[config.mk]
export PLATFORM = sky130hd
export DESIGN_NAME = id_ex_stage
export DESIGN_NICKNAME = d
export VERILOG_FILES = /design/src/rtl/mips_pipe_pkg.sv /design/src/rtl/load_use_detect.sv /design/src/rtl/id_ex_stage.sv
export SDC_FILE = /design/constraint.sdc
export NUM_CORES = 1
export LEC_CHECK = 0
export CORE_ASPECT_RATIO = 0.75
export CORE_MARGIN = 2
export CORE_UTILIZATION = 40
export CTS_CLUSTER_SIZE = 25
export DETAILED_ROUTE_END_ITERATION = 8
export GPL_TIMING_DRIVEN = 0
export PLACE_DENSITY = 0.78
export SETUP_SLACK_MARGIN = 0.05
export SLEW_MARGIN = 25
export SYNTH_ARGS = -nofsm -noshare
export SYNTH_HDL_FRONTEND = slang
export SYNTH_SLANG_ARGS = --single-unit
[constraint.sdc]
create_clock -name clk -period 2.1 [get_ports clk]
set_input_delay 0.42 -clock clk [delete_from_list [all_inputs] [get_ports clk]]
set_output_delay 0.42 -clock clk [all_outputs]
set_load 0.1 [all_outputs]
[src/rtl/mips_pipe_pkg.sv]
// Shared constants of the 5-stage MIPS pipeline: control-bundle bit map and register ids.
// No logic, so no latency or backpressure.
package mips_pipe_pkg;
   localparam int CTRL_W         = 9;
   localparam int CTRL_REG_WRITE = 0;
   localparam int CTRL_MEM_READ  = 1;
   localparam int CTRL_MEM_WRITE = 2;
   localparam int CTRL_MEM_TO_REG = 3;
   localparam int CTRL_ALU_SRC   = 4;
   localparam int CTRL_REG_DST   = 5;
   localparam int CTRL_ALU_OP    = 6;
   localparam int CTRL_ALU_OP_W  = 2;
   localparam logic [4:0] REG_ZERO = 5'd0;
endpackage

[src/rtl/load_use_detect.sv]
// Load-use hazard detector: a load in EX whose target the ID instruction reads.
// Purely combinational, 0-cycle latency; no backpressure of its own.
module load_use_detect
   import mips_pipe_pkg::*;
(
   input  logic       ex_valid,
   input  logic       ex_mem_read,
   input  logic [4:0] ex_rt,
   input  logic       id_valid,
   input  logic [4:0] id_rs,
   input  logic [4:0] id_rt,
   input  logic       id_uses_rs,
   input  logic       id_uses_rt,
   output logic       hazard
);
   logic rs_match;
   logic rt_match;

   assign rs_match = id_uses_rs && (id_rs == ex_rt);
   assign rt_match = id_uses_rt && (id_rt == ex_rt);
   // $0 is hardwired, so a load targeting it never produces a dependency.
   assign hazard   = ex_valid && ex_mem_read && (ex_rt != REG_ZERO) && id_valid &&
                     (rs_match || rt_match);
endmodule

[src/rtl/id_ex_stage.sv]
// ID/EX pipeline register with load-use bubble insertion, flush and saturating stall counter.
// ID to EX in 1 cycle; stall is combinational and holds PC/IF-ID on load-use or ex_busy, flush overrides.
module id_ex_stage #(
   parameter int CTRL_W = 9,
   parameter int CNT_W  = 16
) (
   input  logic              clk,
   input  logic              rst_n,
   input  logic              id_valid,
   input  logic [4:0]        id_rs,
   input  logic [4:0]        id_rt,
   input  logic [4:0]        id_rd,
   input  logic              id_uses_rs,
   input  logic              id_uses_rt,
   input  logic [31:0]       id_rd1,
   input  logic [31:0]       id_rd2,
   input  logic [31:0]       id_imm,
   input  logic [CTRL_W-1:0] id_ctrl,
   input  logic              flush,
   input  logic              ex_busy,
   output logic              ex_valid,
   output logic [4:0]        ex_rs,
   output logic [4:0]        ex_rt,
   output logic [4:0]        ex_rd,
   output logic [31:0]       ex_rd1,
   output logic [31:0]       ex_rd2,
   output logic [31:0]       ex_imm,
   output logic [CTRL_W-1:0] ex_ctrl,
   output logic              stall,
   output logic [CNT_W-1:0]  stall_count
);
   import mips_pipe_pkg::*;

   logic hazard;

   load_use_detect u_detect (
      .ex_valid    (ex_valid),
      .ex_mem_read (ex_ctrl[CTRL_MEM_READ]),
      .ex_rt       (ex_rt),
      .id_valid    (id_valid),
      .id_rs       (id_rs),
      .id_rt       (id_rt),
      .id_uses_rs  (id_uses_rs),
      .id_uses_rt  (id_uses_rt),
      .hazard      (hazard)
   );

   assign stall = ~flush & (hazard | ex_busy);

   // Bubbles clear the data fields too, so a killed slot never leaks stale operands.
   always_ff @(posedge clk or negedge rst_n) begin
      if (!rst_n) begin
         ex_valid <= 1'b0;
         ex_rs    <= '0;
         ex_rt    <= '0;
         ex_rd    <= '0;
         ex_rd1   <= '0;
         ex_rd2   <= '0;
         ex_imm   <= '0;
         ex_ctrl  <= '0;
      end else if (flush || (!ex_busy && hazard)) begin
         ex_valid <= 1'b0;
         ex_rs    <= '0;
         ex_rt    <= '0;
         ex_rd    <= '0;
         ex_rd1   <= '0;
         ex_rd2   <= '0;
         ex_imm   <= '0;
         ex_ctrl  <= '0;
      end else if (!ex_busy) begin
         ex_valid <= id_valid;
         ex_rs    <= id_rs;
         ex_rt    <= id_rt;
         ex_rd    <= id_rd;
         ex_rd1   <= id_rd1;
         ex_rd2   <= id_rd2;
         ex_imm   <= id_imm;
         ex_ctrl  <= id_valid ? id_ctrl : '0;
      end
   end

   always_ff @(posedge clk or negedge rst_n) begin
      if (!rst_n) begin
         stall_count <= '0;
      end else if (stall && (stall_count != {CNT_W{1'b1}})) begin
         stall_count <= stall_count + CNT_W'(1);
      end
   end
endmodule

==> out/metrics.cfg <==
[clock_network]
cts_buffers = 17
clock_latency_ps = 420
cts_buffer_depth = 2
cts_htree_levels = 4
clock_sinks = 137
cts_tree = built
clkTransAtPathRegs_ps = 60
ctsRootBufferMaster = clkbuf_16

[global_routing]
grt_first_pass_wirelength_um = 24500
grt_overflow = 0
antenna_found_initial = 0
grt_pass1_vias = 4581
grt_max_degree = 80
grt_usage_pct = 23.2

[drt]
drtAntennaViolNets = 0
drc = 0
dr.pass1.iters = 4
routedWlPerCell_um = 20.1
vias_per_cell = 5.26
num_vias = 4501
routed_wl_um = 17200
initialDrtViolationCount = 196

[layout]
drive_gt1_share_pct = 36.6
stdcell_count = 856
diodes = 0
layout_commonest_cell = clkdlybuf4s50_1
area_delta_synth_final_pct = 75.8
final_util_pct = 71.1
mostFrequentLayoutCells = clkdlybuf4s50_1 (122), dfrtp_1 (118), a22o_1 (112), clkbuf_2 (75), clkdlybuf4s15_2 (58)
fill_cells = 873
fin_area_sq_mm = 0.00912
nets = 800

[critical_path]
startpoint_type = register
crit_required_ps = 1680
path_class = register to primary output
crit_slowest_cell = dfrtp_4
end_kind = primary output
crit_family = flip-flops
crit_chain = xnor2_2, nand4_1, o22ai_2, a31oi_4, buf_6, clkinvlp_4, buf_12
crit_start = ex_rt[3]
critical_path_peak_fanout = 3
regToRegStartpoint = ex_rt[3]
crit_buf_inv = 3
critPathMaxStageDelay_ps = 510
cp.arrival_ps = 1980

[timing]
fin_skew_ps = 10.5
setup_slack_ps = -301
max_freq_mhz = 417
setup_violations = 1
post-route-min-period_ps = 2400
slew_violations = 0
holdWs_ps = 450
max-slew-margin-rel_pct = 35.6
worstMarginPinSlew_ps = 969
post-route-period-util_pct = 114
hold_violations = 0
grt_setup_unrepaired = yes

[yosys]
synth_cell_type_count = 29
ys.flop_type = dfrtp_1
synthesis.area_sq_mm = 0.00519
syn_nets = 494
ys_ff_latch = 137
ys_async_sr_fraction_pct = 100
syn_inst = 366
synth-edff-count = 0
syn_area_per_cell_sq_um = 14.2
synth-seq-area-share_pct = 66.1
yosys_warnings = 0

[run]
maxCapViolations = 0

[place]
place_inst = 802
placed_cell_area_sq_mm = 0.00816
gp_congestion = 0.773
dp_hpwl_um = 11500
io_buffers = 264

[die]
die-area_sq_mm = 0.0139
die_h_um = 103
core-area_sq_mm = 0.0128
die_x_um = 136
rows = 36
ios = 265
floorplan.initialDensity_pct = 40.4

[worst_hold_path]
min-delay-start = id_rs[3]
hold_class = input port to register

[power_and_ir_drop]
switching_share_pct = 38.1
p_sw_mw = 3.35
p_per_area_mw_per_mm2 = 962
fin_total_pwr_mw = 8.77
p_int_mw = 5.43
power_frac_seq_pct = 35.3
pwr-share-clk_pct = 33.9
p_comb_share_pct = 30.8
p_leak_nw = 4.20
irDropWorstVdd_v = 0.000832

[outcome]
status = finished, violations left
violations = negative setup slack

final cells by class:
cell class                      instances  area (sq um)  area share [%]
Buffer                                 31           264            2.89
Clock buffer                           19           453            4.96
Clock inverter                         13           146            1.60
Inverter                                3          15.0           0.165
Multi-Input combinational cell        195          1800            19.8
Sequential cell                       137          3470            38.1
Tap cell                              171           214            2.35
Timing Repair Buffer                  287          2750            30.2
metal layers:
layer	share of wire (%)	up-vias	routed length, um	track usage (%)
met5	0	-	0	0
met4	2.0	0	338	8.81
met3	6.3	25	1090	7.67
met2	50	175	8560	38.9
met1	42	2282	7250	28.3
li1	-	2019	-	-
timing repair:
| item | 4_1_cts | 5_1_grt |
|---|---|---|
| endpoints found under the hold margin | 11 | 0 |
| setup endpoints to repair | 230 | 195 |
| hold buffers | 1 | 0 |
| cloned | 0 | 8 |
| resized for setup | 349 | 155 |
| pin swaps | 5 | 30 |
| setup buffers | 7 | 8 |
per-stage QoR:
stage / worst slack, ps / setup TNS [ps]
after floorplan: -130 / -130
after global placement: -5440 / -680930
after detailed placement: -1380 / -53450
after CTS: -333 / -399
after global routing: -390 / -465
final: -301 / -301
cell usage after synthesis, types with 2 or more instances:
cell type  instances  area (sq um)
nand3_1            5          25.0
buf_4              2          15.0
nor4_1             3          18.8
clkbuf_1          18          67.6
a32o_1             9          90.1
nor2_1             5          18.8
xnor2_1           11          96.3
dfrtp_1          137          3430
nand4_1            6          37.5
buf_2             10          50.1
nor3_1             8          40.0
inv_1              3          11.3
xor2_1            13           114
a22o_1           112           981
nand2_1            9          33.8
mux2_2             2          22.5
logic make-up (layout without fill, tap and decap cells):
kind of cell | count (synthesis) | in the layout | share of synthesized area [%]
DFF | 137 | 137 | 66.1
AOI/OAI and AO/OA | 125 | 125 | 21.5
and+or+nand+nor | 43 | 43 | 4.77
buffers and inverters | 34 | 353 | 2.99
xor gates and xnor gates | 24 | 24 | 4.05
muxes | 2 | 2 | 0.434
adders and majority gates | 1 | 1 | 0.241
worst paths after layout:
path | endpoint | slack (ps) | cells past startpoint
max | stall | -300 | 7
min | ex_rs[3] | 450 | 2
max reg2reg | stall_count[12] | 50 | 7
min reg2reg | stall_count[7] | 490 | 1
max in group asynchronous | ex_rd1[21] | 830 | 3
min in group asynchronous | ex_imm[18] | 570 | 2
registers in the layout, indices dropped and copies added (netlist names):
signal,cells
ex_rt,5
ex_valid,1
ex_rs,5
ex_rd2,32
ex_ctrl,9
ex_rd1,32
ex_rd,5
ex_imm,32
stall_count,16
power by group through the flow:
stage          logic [mW]  clock network (mW)  registers [mW]
2_1_floorplan       0.342                   0            4.58
3_3_place_gp         2.63                   0            3.11
3_5_place_dp         2.67                   0            3.12
4_1_cts              2.63                3.02            3.08
5_1_grt              2.80                3.15            3.13
6_report             2.71                2.97            3.10
Note: power is estimated with default switching activity, not from simulation.
